`config.mk`:
```
export PLATFORM = sky130hd
export DESIGN_NAME = pim_job_arbiter
export DESIGN_NICKNAME = d
export VERILOG_FILES = /design/src/rtl/pim_job_arbiter.sv
export SDC_FILE = /design/constraint.sdc
export NUM_CORES = 1
export LEC_CHECK = 0
export CAP_MARGIN = 20
export CORE_ASPECT_RATIO = 1.1
export CORE_UTILIZATION = 38
export CTS_BUF_LIST = sky130_fd_sc_hd__clkbuf_4 sky130_fd_sc_hd__clkbuf_8
export DETAILED_ROUTE_END_ITERATION = 6
export PLACE_DENSITY = 0.81
export RECOVER_POWER = 50
export SLEW_MARGIN = 20
export SYNTH_ARGS = -nofsm -noshare
export SYNTH_HDL_FRONTEND = slang
export SYNTH_SLANG_ARGS = --single-unit
```
`constraint.sdc`:
```
create_clock -name clk -period 2.5 [get_ports clk]
set_clock_uncertainty 0.05 [all_clocks]
set_input_delay 0.5 -clock clk [delete_from_list [all_inputs] [get_ports clk]]
set_output_delay 0.5 -clock clk [all_outputs]
set_load 0.01 [all_outputs]
```
`src/rtl/pim_job_arbiter.sv`:
```
// Round-robin arbiter sharing one PIM matmul engine between NUM_REQ requesters; one job in flight.
// Accept->eng_start 1 cycle, eng_done->rsp 1 cycle; optional WAIT watchdog via `PIM_ARB_TIMEOUT_EN.
module pim_job_arbiter #(
  parameter int NUM_REQ        = 4,
  parameter int ADDR_W         = 16,
  parameter int TIMEOUT_CYCLES = 1024
) (
  input  logic                      clk,
  input  logic                      rst,
  input  logic [NUM_REQ-1:0]        req_valid,
  output logic [NUM_REQ-1:0]        req_ready,
  input  logic [NUM_REQ*ADDR_W-1:0] req_src1,
  input  logic [NUM_REQ*ADDR_W-1:0] req_src2,
  input  logic [NUM_REQ*ADDR_W-1:0] req_dst,
  output logic [NUM_REQ-1:0]        rsp_valid,
  output logic                      rsp_err,
  output logic                      eng_start,
  output logic [ADDR_W-1:0]         eng_src1_addr,
  output logic [ADDR_W-1:0]         eng_src2_addr,
  output logic [ADDR_W-1:0]         eng_dst_addr,
  input  logic                      eng_done,
  output logic                      busy,
  output logic                      spurious_done
);
  localparam int IDX_W = (NUM_REQ > 1) ? $clog2(NUM_REQ) : 1;

  typedef enum logic [1:0] {IDLE, ISSUE, WAIT, RESP} state_t;

  state_t             state;
  logic [IDX_W-1:0]   rr_ptr;
  logic [IDX_W-1:0]   owner;
  logic [IDX_W-1:0]   winner;
  logic [IDX_W-1:0]   idx;
  logic [IDX_W-1:0]   next_ptr;
  logic               found;
  logic [NUM_REQ-1:0] owner_oh;
  logic               tmo_hit;

  logic [ADDR_W-1:0] src1_arr [NUM_REQ];
  logic [ADDR_W-1:0] src2_arr [NUM_REQ];
  logic [ADDR_W-1:0] dst_arr  [NUM_REQ];

  for (genvar g = 0; g < NUM_REQ; g++) begin : g_unpack
    assign src1_arr[g] = req_src1[g*ADDR_W +: ADDR_W];
    assign src2_arr[g] = req_src2[g*ADDR_W +: ADDR_W];
    assign dst_arr[g]  = req_dst[g*ADDR_W +: ADDR_W];
  end

  // First valid requester at or after rr_ptr, wrapping.
  always_comb begin
    found  = 1'b0;
    winner = '0;
    idx    = '0;
    for (int k = 0; k < NUM_REQ; k++) begin
      idx = IDX_W'((int'(rr_ptr) + k) % NUM_REQ);
      if (!found && req_valid[idx]) begin
        found  = 1'b1;
        winner = idx;
      end
    end
  end

  always_comb begin
    req_ready = '0;
    if (state == IDLE && found) req_ready[winner] = 1'b1;
  end

  assign owner_oh = NUM_REQ'(1) << owner;
  assign next_ptr = (owner == IDX_W'(NUM_REQ - 1)) ? '0 : owner + 1'b1;

`ifdef PIM_ARB_TIMEOUT_EN
  localparam int CNT_W = $clog2(TIMEOUT_CYCLES + 1);

  logic [CNT_W-1:0] tmo_cnt;
  logic             err_q;

  assign tmo_hit = (tmo_cnt == CNT_W'(TIMEOUT_CYCLES - 1));
  assign rsp_err = err_q;

  // err_q is loaded on the last WAIT edge so it lines up with the RESP cycle.
  always_ff @(posedge clk or posedge rst) begin
    if (rst) begin
      tmo_cnt <= '0;
      err_q   <= 1'b0;
    end else if (state == WAIT) begin
      tmo_cnt <= tmo_cnt + 1'b1;
      err_q   <= !eng_done && tmo_hit;
    end else begin
      tmo_cnt <= '0;
      if (state == RESP) err_q <= 1'b0;
    end
  end
`else
  logic unused_tmo;
  assign unused_tmo = (TIMEOUT_CYCLES == 0);
  assign tmo_hit    = 1'b0;
  assign rsp_err    = 1'b0;
`endif

  always_ff @(posedge clk or posedge rst) begin
    if (rst) begin
      state         <= IDLE;
      rr_ptr        <= '0;
      owner         <= '0;
      busy          <= 1'b0;
      eng_start     <= 1'b0;
      rsp_valid     <= '0;
      eng_src1_addr <= '0;
      eng_src2_addr <= '0;
      eng_dst_addr  <= '0;
      spurious_done <= 1'b0;
    end else begin
      eng_start <= 1'b0;
      if (eng_done && state != WAIT) spurious_done <= 1'b1;
      case (state)
        IDLE: begin
          if (found) begin
            eng_src1_addr <= src1_arr[winner];
            eng_src2_addr <= src2_arr[winner];
            eng_dst_addr  <= dst_arr[winner];
            owner         <= winner;
            busy          <= 1'b1;
            eng_start     <= 1'b1;
            state         <= ISSUE;
          end
        end
        ISSUE: state <= WAIT;
        WAIT: begin
          if (eng_done || tmo_hit) begin
            rsp_valid <= owner_oh;
            state     <= RESP;
          end
        end
        RESP: begin
          rsp_valid <= '0;
          busy      <= 1'b0;
          rr_ptr    <= next_ptr;
          state     <= IDLE;
        end
        default: state <= IDLE;
      endcase
    end
  end
endmodule

```
==> insert_results.sql <==
INSERT INTO impl_metrics (metric_group, metric, value, unit) VALUES
('power_and_ir_drop', 'total_power', '7.06', 'mW'),
('global_route', 'global_route.usage.total', '29.3', '%'),
('cts', 'cts.root.buffer_cell', 'clkbuf_8', ''),
('sta', 'worst_slew_pin_slew', '784', 'ps'),
('global_route', 'grt-busiest-layer', 'met2', ''),
('logic_synthesis', 'synth_top_cell_by_area', 'dfrtp_1', ''),
('cts', 'htree_num_levels', '3', ''),
('min_path', 'holdCritPathClass', 'flop to flop', ''),
('drt', 'route.antenna.remaining_nets', '0', ''),
('sta', 'post-route-period-util', '98.3', '%'),
('global_route', 'grt.met1_usage', '33.1', '%'),
('job', 'cap_violations', '0', ''),
('setup_path', 'worst_ep_arrival_time', '1910', 'ps'),
('logic_synthesis', 'mappedNetlistArea', '3970', 'µm²'),
('sta', 'final_hold_violations', '0', ''),
('outcome', 'run_status', 'complete, no violations', ''),
('cts', 'max-clock-path-buffers', '2', ''),
('global_route', 'grt_antenna_before_repair', '0', ''),
('logic_synthesis', 'synth_warnings', '0', ''),
('final_layout', 'ff_latch_area', '1530', 'µm²'),
('cts', 'cts_hold_buffers', '0', ''),
('global_route', 'grt_max_degree', '51', ''),
('logic_synthesis', 'postSynthRegisterBits', '61', ''),
('die', 'dieHeight', '109', 'µm'),
('logic_synthesis', 'yosysTopAreaCellShare', '38.4', '%'),
('place', 'post-place-ws', '-451', 'ps'),
('die', 'core_outline_area', '10000', 'µm²'),
('logic_synthesis', 'synthTopCellsByArea', 'dfrtp_1 38%, mux2i_1 12%, a221oi_1 11%', ''),
('power_and_ir_drop', 'leakage_power', '2.82', 'nW'),
('global_route', 'm2_gr_usage', '50.9', '%'),
('final_layout', 'synthToLayoutAreaGrowth', '75.2', '%'),
('place', 'detailedPlacementHpwl', '11900', 'µm'),
('sta', 'finalCriticalPeriod', '2460', 'ps'),
('setup_path', 'timing.critical_path.required', '1950', 'ps'),
('cts', 'numCtsBuffers', '9', ''),
('global_route', 'grt_overflow_total', '0', ''),
('die', 'die_area', '10900', 'µm²'),
('die', 'start_util', '39.6', '%'),
('global_route', 'globalRouteMet3Util', '7.31', '%'),
('drt', 'detail_route.iter0.violations', '214', ''),
('sta', 'slew_viol_final', '0', ''),
('logic_synthesis', 'synth_sequential_area_ratio', '38.4', '%'),
('global_route', 'grt_pass1_vias', '4843', ''),
('cts', 'worst_setup_hold_path_clk_slew', '70', 'ps'),
('die', 'std_cell_rows', '38', ''),
('setup_path', 'worst-r2r-setup-slack', '420', 'ps'),
('setup_path', 'crit_path_start_kind', 'input pin', ''),
('final_layout', 'fillCellCount', '790', ''),
('logic_synthesis', 'netlist-cell-type-count', '37', ''),
('cts', 'cts.sink_count', '61', ''),
('sta', 'finalWorstSetupSlack', '42.3', 'ps'),
('sta', 'timing.slew.headroom', '47.7', '%'),
('final_layout', 'final_core_util', '69.4', '%'),
('die', 'die_width', '99.5', 'µm'),
('cts', 'tritoncts', 'done', ''),
('sta', 'fmaxAchievable', '407', 'MHz'),
('logic_synthesis', 'synthArstFlopShare', '100', '%'),
('final_layout', 'diodes', '0', ''),
('logic_synthesis', 'syn_area_per_cell', '9.30', 'µm²'),
('die', 'top_level_ports', '259', ''),
('power_and_ir_drop', 'ir_drop', '595', 'µV'),
('final_layout', 'layout.nets', '893', ''),
('place', 'finalWeightedCongestion', '0.973', ''),
('final_layout', 'post_route_cells_drive_above_1_share', '9.41', '%'),
('drt', 'dr.pass1.iters', '4', ''),
('drt', 'route.detailed.vias_per_inst', '5.61', ''),
('logic_synthesis', 'synthesis.nets', '634', ''),
('cts', 'clkLatencyLatePin', '340', 'ps'),
('logic_synthesis', 'number_of_enable_flip_flop_cells_after_synthesis', '0', ''),
('final_layout', 'multi_input_comb_area', '2190', 'µm²'),
('drt', 'wirelength', '16000', 'µm'),
('logic_synthesis', 'postSynthCellCount', '427', ''),
('power_and_ir_drop', 'power.density_cell_area', '1010', 'nW/µm²'),
('setup_path', 'worst_setup_path_end_kind', 'output port', ''),
('setup_path', 'cp_max_fo', '4', ''),
('sta', 'fin_worst_hold_slack', '410', 'ps'),
('place', 'io_buffers', '257', ''),
('sta', 'setup_viol', '0', ''),
('logic_synthesis', 'synthFlopType', 'dfrtp_1', ''),
('global_route', 'grt_first_pass_wirelength', '24400', 'µm'),
('drt', 'via_count', '4658', ''),
('drt', 'wl_per_cell', '19.2', 'µm'),
('drt', 'drcViolationCount', '0', ''),
('setup_path', 'timing.setup.critical_path_class', 'input pin to output port', '');
## final cells by class
cell class	instances	area share, %
Multi-Input combinational cell	316	31.4
Timing Repair Buffer	289	40.5
Inverter	9	0.486
Clock buffer	12	2.10
Sequential cell	61	22.0
Tap cell	140	2.52
Clock inverter	4	1.04
## flip-flops by register name (all words and copies together) (netlist names), 2 cells and up
| register | count |
|---|---|
| rsp_valid | 4 |
| eng_src1_addr | 16 |
| eng_src2_addr | 16 |
| owner | 2 |
| eng_dst_addr | 16 |
| state | 2 |
| rr_ptr | 2 |
## power breakdown
| part | internal (mW) | switching (mW) | total, mW |
|---|---|---|---|
| Sequential | 1.46 | 0.383 | 1.85 |
| Clock | 0.594 | 0.395 | 0.989 |
| Combinational | 2.07 | 2.16 | 4.23 |
| Total | 4.13 | 2.93 | 7.06 |
## cell usage in the layout (no fill, tap or decap), drive strengths merged, types with 5 or more instances in the layout
master / synthesis / final
inv: 9 / 9
clkbuf: 14 / 15
dlygate4sd3: 0 / 21
and3: 5 / 5
a221oi: 48 / 48
nand2: 10 / 10
mux2i: 48 / 48
buf: 27 / 29
o21ai: 60 / 60
dfrtp: 61 / 61
clkdlybuf4s50: 0 / 228
a21oi: 7 / 7
dlygate4sd2: 0 / 5
ha: 8 / 8
nor2: 56 / 56
o22ai: 49 / 49
## logic make-up (layout without fill, tap and decap cells)
kind of cell / count (synthesis) / in the layout / synth area share [%]
AOI/OAI and AO/OA: 174 / 174 / 29.9
adders and majority gates: 8 / 8 / 2.52
buffers and inverters: 50 / 314 / 7.28
DFF: 61 / 61 / 38.4
muxes: 49 / 49 / 12.4
other: 1 / 1 / 0.0944
and+or+nand+nor: 84 / 84 / 9.36
## metal layers
| metal | routed length, µm | vias to the layer above |
|---|---|---|
| met5 | 0 | - |
| met4 | 627 | 0 |
| met3 | 1100 | 49 |
| met2 | 7950 | 219 |
| met1 | 6270 | 2233 |
| li1 | - | 2157 |
## final timing paths
check                              start           endpoint  depth (start not counted)
setup / recovery            req_valid[0]       req_ready[3]                          7
hold / removal             spurious_done      spurious_done                          1
setup reg to reg               rr_ptr[0]  eng_src1_addr[14]                          6
hold reg to reg            spurious_done      spurious_done                          1
max in group asynchronous            rst   eng_src1_addr[2]                          3
min in group asynchronous            rst          rr_ptr[0]                          2
## cells in the mapped netlist, types with 8 or more instances
library cell,number
nand2_1,10
buf_2,12
mux2i_1,48
o21ai_1,26
ha_1,8
nor2_1,55
buf_6,8
dfrtp_1,61
o21ai_0,34
a221oi_1,48
o22ai_1,48
clkbuf_1,14
## critical path, cell delays in order
cell and delay [ps]:
dlygate4sd2_1 270, buf_4 160, nor4_4 320, nand2b_4 200
inv_2 50, and2_1 150, clkdlybuf4s15_1 260
## metrics by stage
step / TNS [ps] / instances / instance area [µm²]
2_1_floorplan: 0 / 427 / 3970
4_1_cts: 0 / 831 / 6980
3_5_place_dp: -3660 / 811 / 6700
3_3_place_gp: -2490 / 811 / 6700
6_report: 0 / 831 / 6960
5_1_grt: -16.2 / 831 / 6960
## what timing repair did
action,CTS,global route
gates resized for setup,19,2
buffers inserted,4,0
endpoints found under the setup margin,4,14
pin swaps,4,1
Note: power is estimated with default switching activity, not from simulation.
==> patch, RTL diff (same flow settings) <==
Re-encode `state_t` (4 states) as one-hot, 4 bits wide.
--- a/src/rtl/pim_job_arbiter.sv
+++ b/src/rtl/pim_job_arbiter.sv
@@ -26,3 +26,3 @@
 
-  typedef enum logic [1:0] {IDLE, ISSUE, WAIT, RESP} state_t;
+  typedef enum logic [3:0] {IDLE = 4'b0001, ISSUE = 4'b0010, WAIT = 4'b0100, RESP = 4'b1000} state_t;
 
Formal check against the unedited RTL: same outputs for any inputs over 4 cycles, from zero or initial values and one cycle with rst high; so few cycles prove little.
==> patch against the unedited design <==
The flow now finishes with violations (capacitance limit, slew limit); sequential share of layout area is 1.0 points lower; via count grew 9.1%; hold slack improved by 23 ps; total power grew 5.4%; cell count rose by 12%; worst setup slack better by 7.5 ps; sequential cell count rose by 2; routed wire length is 4.0% higher; final area grew 8.2%; count of clock-buffer cells in the layout decreased by 3; register-to-register slack got worse by 260 ps; area after synthesis is 7.7% higher; critical path type is now reg2out; largest cell class unchanged.
==> patch: results <==
[layout]
finalNonFillerCells = 934
stdcell_area_mm2 = 0.00753
nClkBuffers = 9
layout.non_clock_buffers = 303
nNonClkInverters = 50
comb.multi_input.count = 355
multi_input_comb_area_mm2 = 0.00233
post_route_cells_drive_above_1_share = 0.135
final.fill_count = 907
flops_and_latches = 63
area_share_nonclk_buffers = 0.399
num-nets-final = 985
layout.clock.cell_area_share = 0.0326

[detailed_routing]
vias_per_cell = 5.44
route.detailed.wl_per_inst_um = 17.8
drt_first_iter_violations = 169

[critical_path]
reg2reg_slack_ps = 160
critical_path.startpoint = "state[0]"
cpLargestDelayFamily = "flip-flops"
crit_path_max_fanout = 3
critical-path-max-stage-delay_ps = 550
crit_path_end = "req_ready[2]"

[timing]
timing_max_transition_violations_final = 30
timing.hold.ws_ps = 433
timing.final.ws_setup_ps = 49.8

[power]
comb-power_uw = 4510
power.leakage_uw = 0.00314
internal_power_uw = 4590
worst_ir_drop_vdd_mv = 0.496

[yosys]
netlist-cell-type-count = 40
post_synth_mux_area_share = 0.00263
netlist_top_cells_area = "dfrtp_1, o22a_1, o21ai_0"
synthAdderAreaFrac = 0.0117
synth_compound_area_frac = 0.346
syn-num-nets = 720

[flow_run]
maxCapViolations = 1

[status]
status = "complete, but fails checks"
violations_in_the_final_reports = "capacitance limit, slew limit"

[placed_design]
dpl.cell_count = 910
detailed_place.area_mm2 = 0.00716
finalWeightedCongestion = 0.826
dpl.hpwl_um = 12000

[global_route]
first_global_vias = 5206
grt_first_pass_wirelength_um = 25300
track_usage = 0.284

[clocking]
cts_resized = 36
[patch: cell types whose count changed after synthesis, sizes merged, moves of 5 or more]
| cell | before | now |
|---|---|---|
| o211ai | 0 | 35 |
| a21oi | 7 | 51 |
| a221oi | 48 | 13 |
| inv | 9 | 50 |
| and3 | 5 | 0 |
| mux2i | 48 | 0 |
| o22ai | 49 | 2 |
| buf | 27 | 35 |
| nand3 | 0 | 53 |
| o22a | 0 | 36 |
| a21o | 2 | 14 |
| nor2 | 56 | 21 |
| nand2 | 10 | 39 |
[patch: metal layers]
layer / vias to the layer above / routed length, um / track usage
met5: - / 0 / 0
met4: 0 / 434 / 0.119
met3: 39 / 1310 / 0.0673
met2: 227 / 8650 / 0.528
met1: 2428 / 6190 / 0.301
li1: 2390 / - / -
[patch: worst reg2reg max path: cells and delay by family, from the launching register on]
family                 cells  cell delay [ps]
AO/OA/AOI/OAI              4              830
buffers and inverters      1              440
flip-flops                 1              530
AND/OR/NAND/NOR            1              370
